### src/rtl/game_pkg.sv
// Shared game constants and the collision FSM state encoding.
package game_pkg;

  localparam int TILE_SIZE      = 32;
  localparam int H_VISIBLE_AREA = 640;
  localparam int MAX_CARS       = 4;

  localparam int LANE_ROW_0 = 3;
  localparam int LANE_ROW_1 = 5;
  localparam int LANE_ROW_2 = 7;
  localparam int LANE_ROW_3 = 9;

  typedef enum logic [1:0] {
    STATE_ALIVE     = 2'd0,
    STATE_GRACE     = 2'd1,
    STATE_GAME_OVER = 2'd2
  } state_e;

endpackage

### src/rtl/collision_monitor_if.sv
// Bus between the game logic and the collision monitor; o_State is the FSM debug view.
interface collision_monitor_if;

  // No handshake: every i_ signal is sampled on each rising clock edge and
  // every o_ signal is a registered level or a single-cycle pulse.
  logic [9:0] i_Car_X_0;
  logic [9:0] i_Car_X_1;
  logic [9:0] i_Car_X_2;
  logic [9:0] i_Car_X_3;
  logic [9:0] i_Frog_X;
  logic [3:0] i_Frog_Row;
  logic       i_Restart;

  logic       o_Hit;
  logic [1:0] o_Hit_Car;
  logic       o_Respawn;
  logic [1:0] o_Lives;
  logic       o_Game_Over;
  logic       o_Invuln;
  logic [1:0] o_State;

  modport master (
    output i_Car_X_0, i_Car_X_1, i_Car_X_2, i_Car_X_3,
    output i_Frog_X, i_Frog_Row, i_Restart,
    input  o_Hit, o_Hit_Car, o_Respawn, o_Lives, o_Game_Over, o_Invuln, o_State
  );

  modport slave (
    input  i_Car_X_0, i_Car_X_1, i_Car_X_2, i_Car_X_3,
    input  i_Frog_X, i_Frog_Row, i_Restart,
    output o_Hit, o_Hit_Car, o_Respawn, o_Lives, o_Game_Over, o_Invuln, o_State
  );

endinterface

### src/rtl/lane_overlap.sv
// Combinational frog/car overlap test for one lane, done at 11 bits so X + TILE_SIZE never wraps.
module lane_overlap #(
  parameter int         TILE_SIZE = 32,
  parameter logic [3:0] LANE_ROW  = 4'd3,
  parameter bit         ENABLE    = 1'b1
) (
  input  logic [9:0] car_x,
  input  logic [9:0] frog_x,
  input  logic [3:0] frog_row,
  output logic       overlap
);

  logic [10:0] car_w;
  logic [10:0] frog_w;

  always_comb begin
    car_w   = {1'b0, car_x};
    frog_w  = {1'b0, frog_x};
    overlap = ENABLE
              && (frog_row == LANE_ROW)
              && (frog_w < car_w + 11'(TILE_SIZE))
              && (car_w < frog_w + 11'(TILE_SIZE));
  end

endmodule

### src/rtl/collision_monitor.sv
// Frog/car collision monitor: lives, respawn and game-over tracking.
// Define COLLISION_GRACE_EN to build the post-hit invulnerability (GRACE) state.
module collision_monitor #(
  parameter int c_NB_CARS      = 1,
  parameter int TILE_SIZE      = game_pkg::TILE_SIZE,
  parameter int c_LANE_ROW_0   = game_pkg::LANE_ROW_0,
  parameter int c_LANE_ROW_1   = game_pkg::LANE_ROW_1,
  parameter int c_LANE_ROW_2   = game_pkg::LANE_ROW_2,
  parameter int c_LANE_ROW_3   = game_pkg::LANE_ROW_3,
  parameter int c_START_LIVES  = 3,
  parameter int c_GRACE_CYCLES = 25000000
) (
  input  logic              i_Clk,
  input  logic              i_Rst,
  collision_monitor_if.slave bus
);

  import game_pkg::*;

  localparam logic [1:0] S_ALIVE     = STATE_ALIVE;
  localparam logic [1:0] S_GAME_OVER = STATE_GAME_OVER;
  localparam logic [3:0] LANE_ROWS [MAX_CARS] = '{
    4'(c_LANE_ROW_0), 4'(c_LANE_ROW_1), 4'(c_LANE_ROW_2), 4'(c_LANE_ROW_3)
  };

  logic [9:0]          car_x_q [MAX_CARS];
  logic [9:0]          frog_x_q;
  logic [3:0]          frog_row_q;
  logic [MAX_CARS-1:0] overlap;
  logic                any_overlap;
  logic [1:0]          first_car;

  logic [1:0] state;
  logic [1:0] lives;
  logic       hit;
  logic       respawn;
  logic [1:0] hit_car;

  always_ff @(posedge i_Clk) begin
    if (i_Rst) begin
      for (int k = 0; k < MAX_CARS; k++) car_x_q[k] <= '0;
      frog_x_q   <= '0;
      frog_row_q <= '0;
    end else begin
      car_x_q[0] <= bus.i_Car_X_0;
      car_x_q[1] <= bus.i_Car_X_1;
      car_x_q[2] <= bus.i_Car_X_2;
      car_x_q[3] <= bus.i_Car_X_3;
      frog_x_q   <= bus.i_Frog_X;
      frog_row_q <= bus.i_Frog_Row;
    end
  end

  for (genvar k = 0; k < MAX_CARS; k++) begin : g_lane
    lane_overlap #(
      .TILE_SIZE (TILE_SIZE),
      .LANE_ROW  (LANE_ROWS[k]),
      .ENABLE    (k < c_NB_CARS)
    ) u_lane (
      .car_x    (car_x_q[k]),
      .frog_x   (frog_x_q),
      .frog_row (frog_row_q),
      .overlap  (overlap[k])
    );
  end

  // Lowest-index overlapping car wins when several collide in the same cycle.
  always_comb begin
    first_car = 2'd0;
    for (int k = MAX_CARS - 1; k >= 0; k--) begin
      if (overlap[k]) first_car = 2'(k);
    end
  end

  assign any_overlap = |overlap;

`ifdef COLLISION_GRACE_EN
  localparam logic [1:0]  S_GRACE    = STATE_GRACE;
  localparam logic [24:0] GRACE_LAST = 25'(c_GRACE_CYCLES - 1);
  logic [24:0] grace_cnt;
`else
  // Grace length has no meaning without the GRACE state; this only references it.
  if (c_GRACE_CYCLES < 1) begin : g_grace_unused
  end
`endif

  always_ff @(posedge i_Clk) begin
    if (i_Rst) begin
      state   <= S_ALIVE;
      lives   <= 2'(c_START_LIVES);
      hit     <= 1'b0;
      respawn <= 1'b0;
      hit_car <= 2'd0;
`ifdef COLLISION_GRACE_EN
      grace_cnt <= '0;
`endif
    end else begin
      hit     <= 1'b0;
      respawn <= 1'b0;
      case (state)
        S_ALIVE: begin
          // The !hit term keeps a held overlap from producing back-to-back pulses.
          if (any_overlap && !hit) begin
            hit     <= 1'b1;
            hit_car <= first_car;
            lives   <= lives - 2'd1;
            if (lives == 2'd1) begin
              state <= S_GAME_OVER;
            end else begin
              respawn <= 1'b1;
`ifdef COLLISION_GRACE_EN
              state   <= S_GRACE;
`endif
            end
          end
        end
`ifdef COLLISION_GRACE_EN
        S_GRACE: begin
          if (grace_cnt == GRACE_LAST) begin
            grace_cnt <= '0;
            state     <= S_ALIVE;
          end else begin
            grace_cnt <= grace_cnt + 25'd1;
          end
        end
`endif
        S_GAME_OVER: begin
          if (bus.i_Restart) begin
            state <= S_ALIVE;
            lives <= 2'(c_START_LIVES);
          end
        end
        default: state <= S_ALIVE;
      endcase
    end
  end

  assign bus.o_Hit       = hit;
  assign bus.o_Hit_Car   = hit_car;
  assign bus.o_Respawn   = respawn;
  assign bus.o_Lives     = lives;
  assign bus.o_Game_Over = (state == S_GAME_OVER);
  assign bus.o_State     = state;
`ifdef COLLISION_GRACE_EN
  assign bus.o_Invuln    = (state == S_GRACE);
`else
  assign bus.o_Invuln    = 1'b0;
`endif

endmodule

### src/flat_wrapper.sv
// flat-port wrapper written by rule: the top's interface ports become plain ports
module collision_monitor_flat import game_pkg::*;
#(
  parameter int c_NB_CARS      = 1,
  parameter int TILE_SIZE      = game_pkg::TILE_SIZE,
  parameter int c_LANE_ROW_0   = game_pkg::LANE_ROW_0,
  parameter int c_LANE_ROW_1   = game_pkg::LANE_ROW_1,
  parameter int c_LANE_ROW_2   = game_pkg::LANE_ROW_2,
  parameter int c_LANE_ROW_3   = game_pkg::LANE_ROW_3,
  parameter int c_START_LIVES  = 3,
  parameter int c_GRACE_CYCLES = 25000000
)
  (i_Clk, i_Rst, bus_i_Car_X_0, bus_i_Car_X_1, bus_i_Car_X_2, bus_i_Car_X_3, bus_i_Frog_X, bus_i_Frog_Row, bus_i_Restart, bus_o_Hit, bus_o_Hit_Car, bus_o_Respawn, bus_o_Lives, bus_o_Game_Over, bus_o_Invuln, bus_o_State);
  collision_monitor_if bus_i ();
  input  logic i_Clk;
  input  logic i_Rst;
  input wire logic [$bits(bus_i.i_Car_X_0)-1:0] bus_i_Car_X_0;
  input wire logic [$bits(bus_i.i_Car_X_1)-1:0] bus_i_Car_X_1;
  input wire logic [$bits(bus_i.i_Car_X_2)-1:0] bus_i_Car_X_2;
  input wire logic [$bits(bus_i.i_Car_X_3)-1:0] bus_i_Car_X_3;
  input wire logic [$bits(bus_i.i_Frog_X)-1:0] bus_i_Frog_X;
  input wire logic [$bits(bus_i.i_Frog_Row)-1:0] bus_i_Frog_Row;
  input wire logic [$bits(bus_i.i_Restart)-1:0] bus_i_Restart;
  output wire logic [$bits(bus_i.o_Hit)-1:0] bus_o_Hit;
  output wire logic [$bits(bus_i.o_Hit_Car)-1:0] bus_o_Hit_Car;
  output wire logic [$bits(bus_i.o_Respawn)-1:0] bus_o_Respawn;
  output wire logic [$bits(bus_i.o_Lives)-1:0] bus_o_Lives;
  output wire logic [$bits(bus_i.o_Game_Over)-1:0] bus_o_Game_Over;
  output wire logic [$bits(bus_i.o_Invuln)-1:0] bus_o_Invuln;
  output wire logic [$bits(bus_i.o_State)-1:0] bus_o_State;
  assign bus_i.i_Car_X_0 = bus_i_Car_X_0;
  assign bus_i.i_Car_X_1 = bus_i_Car_X_1;
  assign bus_i.i_Car_X_2 = bus_i_Car_X_2;
  assign bus_i.i_Car_X_3 = bus_i_Car_X_3;
  assign bus_i.i_Frog_X = bus_i_Frog_X;
  assign bus_i.i_Frog_Row = bus_i_Frog_Row;
  assign bus_i.i_Restart = bus_i_Restart;
  assign bus_o_Hit = bus_i.o_Hit;
  assign bus_o_Hit_Car = bus_i.o_Hit_Car;
  assign bus_o_Respawn = bus_i.o_Respawn;
  assign bus_o_Lives = bus_i.o_Lives;
  assign bus_o_Game_Over = bus_i.o_Game_Over;
  assign bus_o_Invuln = bus_i.o_Invuln;
  assign bus_o_State = bus_i.o_State;
  collision_monitor #(.c_NB_CARS(c_NB_CARS), .TILE_SIZE(TILE_SIZE), .c_LANE_ROW_0(c_LANE_ROW_0), .c_LANE_ROW_1(c_LANE_ROW_1), .c_LANE_ROW_2(c_LANE_ROW_2), .c_LANE_ROW_3(c_LANE_ROW_3), .c_START_LIVES(c_START_LIVES), .c_GRACE_CYCLES(c_GRACE_CYCLES)) u_core (.i_Clk(i_Clk), .i_Rst(i_Rst), .bus(bus_i));
endmodule
### config.mk
export PLATFORM = sky130hd
export DESIGN_NAME = collision_monitor_flat
export DESIGN_NICKNAME = d
export VERILOG_FILES = /design/src/rtl/game_pkg.sv /design/src/rtl/collision_monitor_if.sv /design/src/rtl/lane_overlap.sv /design/src/rtl/collision_monitor.sv /design/src/flat_wrapper.sv
export SDC_FILE = /design/constraint.sdc
export NUM_CORES = 1
export LEC_CHECK = 0
export BUFFER_PORTS_ARGS = -buffer_cell sky130_fd_sc_hd__buf_2
export CORE_MARGIN = 2
export CORE_UTILIZATION = 45
export CTS_CLUSTER_SIZE = 20
export DETAILED_ROUTE_END_ITERATION = 7
export PLACE_DENSITY = 0.78
export SLEW_MARGIN = 20
export SYNTH_ARGS = -nofsm -noshare
export SYNTH_HDL_FRONTEND = slang
export SYNTH_SLANG_ARGS = --single-unit
### constraint.sdc
create_clock -name i_Clk -period 2.81 [get_ports i_Clk]
set_clock_uncertainty 0.1 [all_clocks]
set_input_delay 0.281 -clock i_Clk [delete_from_list [all_inputs] [get_ports i_Clk]]
set_output_delay 0.281 -clock i_Clk [all_outputs]
set_load 0.01 [all_outputs]
==> results of run 1 <==
==> layout by cell type, fill, tap and decap left out, drive strengths merged <==
master / n
a211oi: 2
nand2: 3
and3: 3
or4: 2
a31oi: 3
a21oi: 5
conb: 4
nor2b: 26
a221oi: 1
o31ai: 1
nor3: 1
or3: 1
nor3b: 1
a21o: 2
nand4: 1
dfxtp: 29
inv: 11
clkbuf: 6
o211ai: 1
nor2: 3
o21a: 2
buf: 32
nand3: 5
o21ai: 6
xnor2: 4
nor4b: 1
ha: 20
xor2: 2
clkinv: 2
==> state kept, by name (all words and copies together) (netlist names) <==
signal / cells
u_core.frog_row_q: 4
u_core.bus.o_Lives: 2
u_core.bus.o_Hit: 1
u_core.bus.o_State: 1
u_core.frog_x_q: 10
u_core.car_x_q: 10
u_core.bus.o_Respawn: 1
==> cell usage after synthesis <==
library cell	count	area, sq um
xor2_1	2	17.52
o21a_1	2	15.01
a21o_1	2	15.01
and3_1	3	18.77
nand3_1	5	25.02
inv_1	11	41.29
nor2_1	3	11.26
o211ai_1	1	7.510
a31oi_1	3	18.77
nor3b_1	1	7.510
nor3_2	1	10.01
clkbuf_1	3	11.26
or4_4	1	11.26
nor2b_1	26	162.7
dfxtp_1	29	580.6
nand2_1	3	11.26
ha_1	20	250.2
nor4b_1	1	8.760
or4_1	1	7.510
buf_4	5	37.54
a221oi_2	1	15.01
xnor2_1	4	35.03
o31ai_1	1	7.510
conb_1	1	3.750
o21ai_2	1	8.760
or3_4	1	11.26
a21oi_1	5	25.02
a211oi_1	2	15.01
nand4_1	1	6.260
o21ai_0	5	25.02
==> metrics by stage <==
step	hold slack [ns]	power [W]	cell area [sq um]	cells
after floorplan	0.3092	0.0005285	1433	148
after global placement	0.3860	0.0005527	1599	216
after detailed placement	0.3956	0.0005611	1599	216
after CTS	0.05251	0.0007879	1650	224
after global routing	0.05614	0.0008247	1650	224
final	0.05890	0.0007790	1650	224
==> final timing paths <==
check,start,end,depth (start not counted)
hold / removal,bus_i_Frog_Row[2],u_core.frog_row_q[2]$_SDFF_PP0_,2
hold reg to reg,u_core.bus.o_Lives[1]$_SDFFE_PP1P_,u_core.bus.o_Lives[1]$_SDFFE_PP1P_,2
setup reg to reg,u_core.car_x_q[0][7]$_SDFF_PP0_,u_core.bus.o_Lives[1]$_SDFFE_PP1P_,9
setup / recovery,u_core.car_x_q[0][7]$_SDFF_PP0_,u_core.bus.o_Lives[1]$_SDFFE_PP1P_,9
==> routing by layer <==
metal,wire length [microns],up-vias
met2,1320,25
met3,124,10
met1,957,501
met5,0,-
met4,73,0
li1,-,552
==> power breakdown <==
group / switching (W) / total (W) / internal, W
registers: 0.0000137 / 0.000443 / 0.000430
clock network: 0.000133 / 0.000228 / 0.0000949
logic: 0.0000525 / 0.000107 / 0.0000548
total: 0.000200 / 0.000779 / 0.000579
==> final cells by class <==
type                       count  area (sq um)  area share [%]
inverter                      11         41.29           2.502
clock inverter                 2         10.01          0.6065
timing repair buffer          32         160.2           9.704
tap                           44         55.05           3.336
multi-input combinational    100         762.0           46.17
clock buffer                   6         41.29           2.502
sequential                    29         580.6           35.18
==> worst max-delay path: cells and delay by family (launching register included) <==
family | cells | cell delay (ns)
AOI/OAI and AO/OA | 5 | 0.92
and+or+nand+nor | 2 | 0.62
DFF | 1 | 0.41
adders and majority gates | 1 | 0.27
xor gates and xnor gates | 1 | 0.13
==> kinds of logic (layout without fill, tap and decap cells) <==
| group | after synthesis | count (layout) | synth area share, % |
|---|---|---|---|
| and+or+nand+nor | 47 | 47 | 20.51 |
| xor gates and xnor gates | 6 | 6 | 3.697 |
| DFF | 29 | 29 | 40.85 |
| buffers and inverters | 19 | 51 | 6.338 |
| AOI/OAI and AO/OA | 23 | 23 | 10.74 |
| other | 1 | 4 | 0.2638 |
| adders and majority gates | 20 | 20 | 17.61 |
==> key figures, run 1 <==
Global route
  • Met3 Use GR: 5.411%
  • Total global routing overflow: 0
  • GRT met1 Usage: 15.16%
  • Met2 GRT Util: 29.81%
  • First-pass GRT wire length: 4.195 mm
  • GRT Resource Usage Total: 16.06%
  • Largest net degree at the start of global routing: 29
  • Initial antenna violation count: 0
  • GRT Max-Usage Layer: met2
  • Number of global-route vias before repair: 1090

Power and ir drop
  • Leak Pwr: 0.7709 nW
  • VDD IR max: 0.3165 mV
  • PD cells: 472.0 mW/mm^2

Place
  • HPWL Detailed: 2.066 mm
  • Dpl ws: 0.2749 ns
  • GPL Wtd Cong: 0.8738
  • Port bufs: 32

Clock tree
  • Clock transition at the registers of the reported paths: 0.09 ns
  • CTS Hold Bufs: 0
  • Root buf cell: clkbuf_4
  • CTS H-tree lvls: 2
  • CTS sink count: 29
  • Cts repair resizes: 0
  • Setup Fix Bufs, Post-CTS: 0
  • Clk buf depth: 2
  • Clock Latency Late Sink: 0.32 ns
  • Total CTS buffers: 5
  • CTS tree: done

Floorplan
  • Die X: 60.20 microns
  • Initial core utilization: 46.94%
  • Die span in y: 60.20 microns
  • Io pins: 67
  • Die area: 0.003624 sq mm
  • Site Rows: 20
  • Core footprint: 0.003028 sq mm

Synth
  • Yosys warning count: 0
  • Mapped Avg Cell Area: 9.803 sq um
  • Post-synthesis register bit count: 29
  • Post-synthesis sequential area ratio: 40.85%
  • Area of the mapped netlist: 0.001421 sq mm
  • Synth cell types: 30
  • Cells after Synth: 145

Min path
  • Worst min path class: primary input to flop

Status
  • Status: complete, no violations

STA
  • Final worst slack: 0.2913 ns
  • Crit path time final: 2.519 ns
  • Total negative slack: 0 ns
  • Fin crit share: 89.64%
  • Count of pins over their slew limit: 0
  • Fmax: 397.0 MHz
  • Setup-failing EPs final: 0
  • RSZ-0062 raised after global routing: no
  • Final Hold Fails: 0

Cells and area
  • Post-layout util: 54.50%
  • # nets final: 256
  • Final antenna diode count: 0
  • Area grow syn2layout: 16.11%
  • Fillcell total: 270
  • Share of cells above drive strength 1: 24.44%

Route
  • Final WL: 2.476 mm
  • Via count: 1088
  • Residual DRC count: 0
  • DR pass1 iterations: 3
  • Vias/cell: 4.857
  • First-iteration detailed-routing DRC count: 5
  • Routed Antenna Nets: 0
  • Mean routed wirelength per cell: 11.05 microns

Job
  • Max cap viols: 0

Setup path
  • Slowest cell delay on critical path: 0.41 ns
  • Worst Path Max Fanout: 5
  • Worst setup EP type: flop
  • Flop-to-flop setup slack: 0.29 ns
  • Startpoint types: flop
  • Most frequent CP cell: a21o_1
  • Critical-path cell list: and3_1, xnor2_1, ha_1, a21o_1, a21o_1, a221oi_2, o21ai_2, or3_4, a31oi_1
  • Critical-path top delay cell: dfxtp_1
  • Setup CP Type: flop to flop
  • CP Data Required Time: 2.96 ns
  • Worst Path Arrival: 2.67 ns
Note: power is estimated with default switching activity, not from simulation.
==> run 2, diff against run 1 <==
--- a/config.mk
+++ b/config.mk
@@ -10,7 +10,8 @@
 export CORE_UTILIZATION = 45
 export CTS_CLUSTER_SIZE = 20
 export DETAILED_ROUTE_END_ITERATION = 7
-export PLACE_DENSITY = 0.78
+export MAX_ROUTING_LAYER = met4
+export PLACE_DENSITY_LB_ADDON = 0.08
 export SLEW_MARGIN = 20
 export SYNTH_ARGS = -nofsm -noshare
 export SYNTH_HDL_FRONTEND = slang
==> constraint.sdc (replaced) <==
create_clock -name i_Clk -period 2.35 [get_ports i_Clk]
set_clock_uncertainty 0.1 [all_clocks]
set_input_delay 0.235 -clock i_Clk [delete_from_list [all_inputs] [get_ports i_Clk]]
set_output_delay 0.235 -clock i_Clk [all_outputs]
set_load 0.01 [all_outputs]
==> run 2 against run 1 <==
  * The flow now finishes with violations (setup timing)
  * Non-clock buffer count grew 4
  * Final area increased by 4.2%
  * Hold slack worse by 0.045 ns
  * Total power is 23% higher
  * Clock power grew 28%
  * Largest cell class unchanged
==> key figures, run 2 (synthesis gave the netlist of run 1 again) <==
STA
  • Total negative slack: -0.09233 ns
  • Count of pins over their slew limit: 0
  • Final Hold Fails: 0
  • RSZ-0062 raised after global routing: yes
  • Final worst slack: -0.04932 ns
  • Crit path time final: 2.399 ns
  • Setup-failing EPs final: 3
  • Fin crit share: 102.1%
  • Hold WS: 0.01345 ns
  • Fmax: 416.8 MHz

Global route
  • GRT Resource Usage Total: 16.63%
  • Total global routing overflow: 0
  • Largest net degree at the start of global routing: 29
  • First-pass GRT wire length: 4.126 mm
  • Initial antenna violation count: 0
  • Met3 Use GR: 7.143%
  • Met2 GRT Util: 25.93%
  • Number of global-route vias before repair: 992
  • GRT Max-Usage Layer: met2
  • GRT met1 Usage: 17.86%

Min path
  • Worst min path class: primary input to flop

Cells and area
  • # nets final: 260
  • Largest registers: u_core.car_x_q: 10 flops, u_core.frog_x_q: 10 flops, u_core.frog_row_q: 4 flops
  • Share of cells above drive strength 1: 28.96%
  • Final antenna diode count: 0
  • Post-layout util: 56.82%
  • Layout Cell Area excl Fill: 0.001720 sq mm
  • Most common cell after layout, fill and taps aside: buf_2
  • Area grow syn2layout: 21.04%
  • Commonest cells after routing, fill and taps aside: buf_2 (32), dfxtp_1 (27), nor2b_1 (26)
  • Fillcell total: 293
  • Storage cell area: 585.6 sq um
  • Area occupied by multi-input gates: 793.3 sq um

Setup path
  • CP Data Required Time: 2.52 ns
  • Slowest cell delay on critical path: 0.48 ns
  • Worst setup EP type: flop
  • Buf/Inv on CP: 0
  • Critical-path top delay cell: or4_1
  • Worst Path Arrival: 2.57 ns
  • Startpoint types: flop
  • Most frequent CP cell: a21o_1
  • Critical-path cell list: and3_4, xnor2_2, ha_1, a21o_1, a21o_1, a221oi_2, o21ai_2, or4_1, nand3_1
  • Setup CP Type: flop to flop
  • Worst Path Max Fanout: 3
  • CP top delay family: simple AND/OR/NAND/NOR gates

Clock tree
  • Total CTS buffers: 5
  • Clock transition at the registers of the reported paths: 0.08 ns
  • Clock Latency Late Sink: 0.32 ns
  • Root buf cell: clkbuf_4
  • CTS H-tree lvls: 2
  • CTS Hold Bufs: 0
  • CTS sink count: 29
  • Clk buf depth: 2
  • CTS tree: done

Power and ir drop
  • Sw power: 0.0002346 W
  • PD cells: 557.8 mW/mm^2
  • Sequential cell fraction of total power: 55.1%
  • Clk pwr share: 30.4%
  • Leak Pwr: 0.7901 nW
  • Net Sw Frac: 24.44%
  • Combinational Power Share: 14.4%
  • VDD IR max: 0.3226 mV
  • Design Power: 0.0009597 W
  • Pint: 0.0007251 W

Floorplan
  • Core footprint: 0.003028 sq mm
  • Initial core utilization: 46.94%
  • Die span in y: 60.20 microns
  • Site Rows: 20
  • Die X: 60.20 microns
  • Io pins: 67
  • Die area: 0.003624 sq mm

Route
  • Mean routed wirelength per cell: 10.99 microns
  • Residual DRC count: 0
  • First-iteration detailed-routing DRC count: 31
  • Routed Antenna Nets: 0
  • Via count: 1067
  • Final WL: 2.494 mm
  • Vias/cell: 4.700
  • DR pass1 iterations: 4

Status
  • Violated checks: setup timing
  • Status: complete, but fails checks

Job
  • Max cap viols: 0

Place
  • Port bufs: 32
  • Dpl cell area: 0.001622 sq mm
  • GPL Wtd Cong: 0.9099
  • HPWL Detailed: 1.906 mm
## run 2: area by class of cell
| type | count | area share [%] |
|---|---|---|
| Multi-Input combinational cell | 100 | 46.11 |
| Tap cell | 44 | 3.200 |
| Inverter | 11 | 2.400 |
| Clock buffer | 7 | 3.200 |
| Sequential cell | 29 | 34.04 |
| Timing Repair Buffer | 36 | 11.05 |
## run 2: power by group through the flow
| stage | combinational (W) | clock [W] | sequential [W] |
|---|---|---|---|
| finish | 0.000139 | 0.000292 | 0.000529 |
| global route | 0.000160 | 0.000325 | 0.000532 |
| CTS | 0.000138 | 0.000303 | 0.000529 |
| detailed placement | 0.000135 | 0 | 0.000540 |
| global placement | 0.000129 | 0 | 0.000539 |
| floorplan | 0.0000948 | 0 | 0.000537 |
## run 2: repair_timing
| item | 4_1_cts | 5_1_grt |
|---|---|---|
| endpoints found under the setup margin | 4 | 5 |
| pin swaps | 3 | 1 |
| gates resized for setup | 5 | 3 |
| endpoints found under the hold margin | 0 | 0 |
| buffers inserted | 1 | 0 |
## run 2: worst reg2reg max path: stages (launching register included)
cell and delay, ns:
dfxtp_4 0.36, and3_4 0.19, xnor2_2 0.12, ha_1 0.29, a21o_1 0.16, a21o_1 0.18, a221oi_2 0.26, o21ai_2 0.12
or4_1 0.48, nand3_1 0.09
## run 2: per-layer routing
metal	wire length, microns	up-vias
li1	-	556
met2	1208	24
met1	1079	478
met5	0	-
met4	76	0
met3	130	9
## run 2: worst paths after layout
check,cells after the start,start,to,slack [ns]
setup / recovery,9,u_core.car_x_q[0][5]$_SDFF_PP0_,u_core.bus.o_Lives[0]$_SDFFE_PP1P_,-0.05
hold / removal,2,bus_i_Frog_X[8],u_core.frog_x_q[8]$_SDFF_PP0_,0.01
setup reg to reg,9,u_core.car_x_q[0][5]$_SDFF_PP0_,u_core.bus.o_Lives[0]$_SDFFE_PP1P_,-0.05
hold reg to reg,2,u_core.bus.o_Lives[1]$_SDFFE_PP1P_,u_core.bus.o_Lives[1]$_SDFFE_PP1P_,0.42
## run 2: through the flow
step                cells  setup WS, ns
floorplan             148       0.03087
global placement      219      -0.08374
detailed placement    219      -0.08987
CTS                   227      -0.02143
global route          227       -0.1664
finish                227      -0.04932
==> run 3, diff against run 2 <==
--- a/config.mk
+++ b/config.mk
@@ -5,6 +5,7 @@
 export SDC_FILE = /design/constraint.sdc
 export NUM_CORES = 1
 export LEC_CHECK = 0
+export ABC_CLOCK_PERIOD_IN_PS = 2320
 export BUFFER_PORTS_ARGS = -buffer_cell sky130_fd_sc_hd__buf_2
 export CORE_MARGIN = 2
 export CORE_UTILIZATION = 45
==> constraint.sdc (replaced) <==
create_clock -name i_Clk -period 2.32 [get_ports i_Clk]
set_clock_uncertainty 0.1 [all_clocks]
set_input_delay 0.232 -clock i_Clk [delete_from_list [all_inputs] [get_ports i_Clk]]
set_output_delay 0.232 -clock i_Clk [all_outputs]
set_load 0.01 [all_outputs]
==> run 3 against run 2 <==
  * Critical endpoint unchanged
  * Core utilization is 0.17 points higher
  * Register-to-register slack better by 0.02 ns
  * Fmax is 1.9% higher
  * Final area is 0.29% higher
  * Clock power hardly changed
  * Count of clock-buffer cells in the layout stayed put
  * Total power is 0.93% higher
  * Cell count stayed put
  * Sequential share of layout area is 0.17 points lower
  * Die area stayed put
  * Non-clock buffer count stayed put
  * The flow still finishes with violations (setup timing)
  * Largest power group unchanged
  * Global-route usage is 0.57 points lower
==> key figures, run 3 (synthesis gave the netlist of run 1 again) <==
Status
  • Status: complete, but fails checks
  • Violated checks: setup timing

Route
  • Vias/cell: 4.709
  • Via count: 1069
  • DR pass1 iterations: 4
  • Routed Antenna Nets: 0
  • Mean routed wirelength per cell: 10.40 microns
  • Residual DRC count: 0
  • Final WL: 2.361 mm
  • First-iteration detailed-routing DRC count: 13

Setup path
  • Worst Path Arrival: 2.52 ns
  • Setup CP Type: flop to flop
  • Slowest cell delay on critical path: 0.48 ns
  • Critical-path cell list: and3_4, xnor2_1, ha_1, a21o_1, a21o_1, a221oi_2, o21ai_2, or4_1, nand3_1
  • Startpoint types: flop
  • Worst Path Max Fanout: 3
  • CP Data Required Time: 2.49 ns
  • Most frequent CP cell: a21o_1
  • Critical-path top delay cell: or4_1
  • Worst setup EP type: flop

Power and ir drop
  • Pint: 0.0007365 W
  • Combinational Power Share: 14.5%
  • Net Sw Frac: 23.97%
  • PD cells: 561.4 mW/mm^2
  • Sequential cell fraction of total power: 55.3%
  • Design Power: 0.0009687 W
  • Sw power: 0.0002321 W
  • VDD IR max: 0.3303 mV
  • Clk pwr share: 30.2%
  • Leak Pwr: 0.7858 nW

STA
  • Fmax: 424.9 MHz
  • Setup-failing EPs final: 3
  • Fin crit share: 101.4%
  • Count of pins over their slew limit: 0
  • Crit path time final: 2.353 ns
  • Final Hold Fails: 0
  • Final worst slack: -0.03344 ns
  • RSZ-0062 raised after global routing: yes

Place
  • HPWL Detailed: 1.919 mm
  • Port bufs: 32
  • Dpl ws: -0.1204 ns
  • GPL Wtd Cong: 0.9024
  • Dpl cell area: 0.001629 sq mm
  • Placed insts: 220

Floorplan
  • Initial core utilization: 46.94%
  • Die area: 0.003624 sq mm
  • Die span in y: 60.20 microns
  • Core footprint: 0.003028 sq mm
  • Die X: 60.20 microns
  • Io pins: 67
  • Site Rows: 20

Cells and area
  • Final antenna diode count: 0
  • Area occupied by multi-input gates: 799.5 sq um
  • # nets final: 260
  • Layout Cells excl Fill: 227
  • Most common cell after layout, fill and taps aside: buf_2
  • Post-layout util: 56.98%
  • Layout Cell Area excl Fill: 0.001725 sq mm
  • Area grow syn2layout: 21.39%
  • Commonest cells after routing, fill and taps aside: buf_2 (32), nor2b_1 (26), dfxtp_1 (26)
  • Largest registers: u_core.car_x_q: 10 flops, u_core.frog_x_q: 10 flops, u_core.frog_row_q: 4 flops
  • Fillcell total: 297
  • Share of cells above drive strength 1: 30.60%
  • Storage cell area: 584.3 sq um

Global route
  • Initial antenna violation count: 0
  • Number of global-route vias before repair: 1040
  • First-pass GRT wire length: 4.015 mm
  • Largest net degree at the start of global routing: 29
  • Total global routing overflow: 0
  • GRT Resource Usage Total: 16.06%

Clock tree
  • Clk buf depth: 2
  • Clock Latency Late Sink: 0.32 ns
  • CTS H-tree lvls: 2
  • Setup Fix Bufs, Post-CTS: 0
  • Total CTS buffers: 5
  • CTS Hold Bufs: 0
  • CTS sink count: 29
  • CTS tree: done
  • Clock transition at the registers of the reported paths: 0.08 ns
  • Root buf cell: clkbuf_4

Min path
  • Worst min path class: primary input to flop

Job
  • Max cap viols: 0
==> run 3: per-stage QoR <==
stage / hold WS (ns) / setup TNS (ns)
finish: 0.01514 / -0.04837
detailed placement: 0.3457 / -0.3502
global route: 0.007106 / -0.5834
floorplan: 0.2602 / 0
global placement: 0.3395 / -0.2654
CTS: 0.004540 / -0.09595
==> run 3: timing repair <==
item | CTS | global route
setup endpoints to repair | 5 | 5
resized for setup | 5 | 5
pin swaps | 3 | 0
==> run 3: final cells by class <==
type                       count  share of cell area [%]
tap                           44                   3.191
clock buffer                   7                   3.191
timing repair buffer          36                   11.02
sequential                    29                   33.87
inverter                      11                   2.393
multi-input combinational    100                   46.34
==> run 3: path summary, 6_finish.rpt <==
| check | endpoint | cells past startpoint | slack (ns) | from |
|---|---|---|---|---|
| worst max-delay path | u_core.bus.o_Lives[0]$_SDFFE_PP1P_ | 9 | -0.03 | u_core.car_x_q[0][5]$_SDFF_PP0_ |
| worst min-delay path | u_core.frog_x_q[8]$_SDFF_PP0_ | 2 | 0.02 | bus_i_Frog_X[8] |
| worst min register to register | u_core.bus.o_Lives[1]$_SDFFE_PP1P_ | 2 | 0.42 | u_core.bus.o_Lives[1]$_SDFFE_PP1P_ |
| worst max register to register | u_core.bus.o_Lives[0]$_SDFFE_PP1P_ | 9 | -0.03 | u_core.car_x_q[0][5]$_SDFF_PP0_ |
==> run 3: critical path, delay by kind of cell, from the launching register on <==
family	cells	cell delay, ns
simple gates	3	0.76
compound gates	4	0.71
flops	1	0.34
fa+ha+maj	1	0.30
xor+xnor	1	0.12
==> run 3: layer usage <==
layer / GRT usage, % / share of wire [%]
met1: 16.22 / 43
met2: 26.86 / 50
met3: 6.494 / 4.9
met4: 7.619 / 2.4
met5: - / 0
==> run 3: power by group through the flow <==
stage          Clock (W)  Combinational [W]  Sequential [W]
6_report        0.000292           0.000141        0.000536
3_5_place_dp           0           0.000138        0.000547
2_1_floorplan          0          0.0000961        0.000544
3_3_place_gp           0           0.000134        0.000546
4_1_cts         0.000307           0.000140        0.000536
5_1_grt         0.000325           0.000163        0.000539
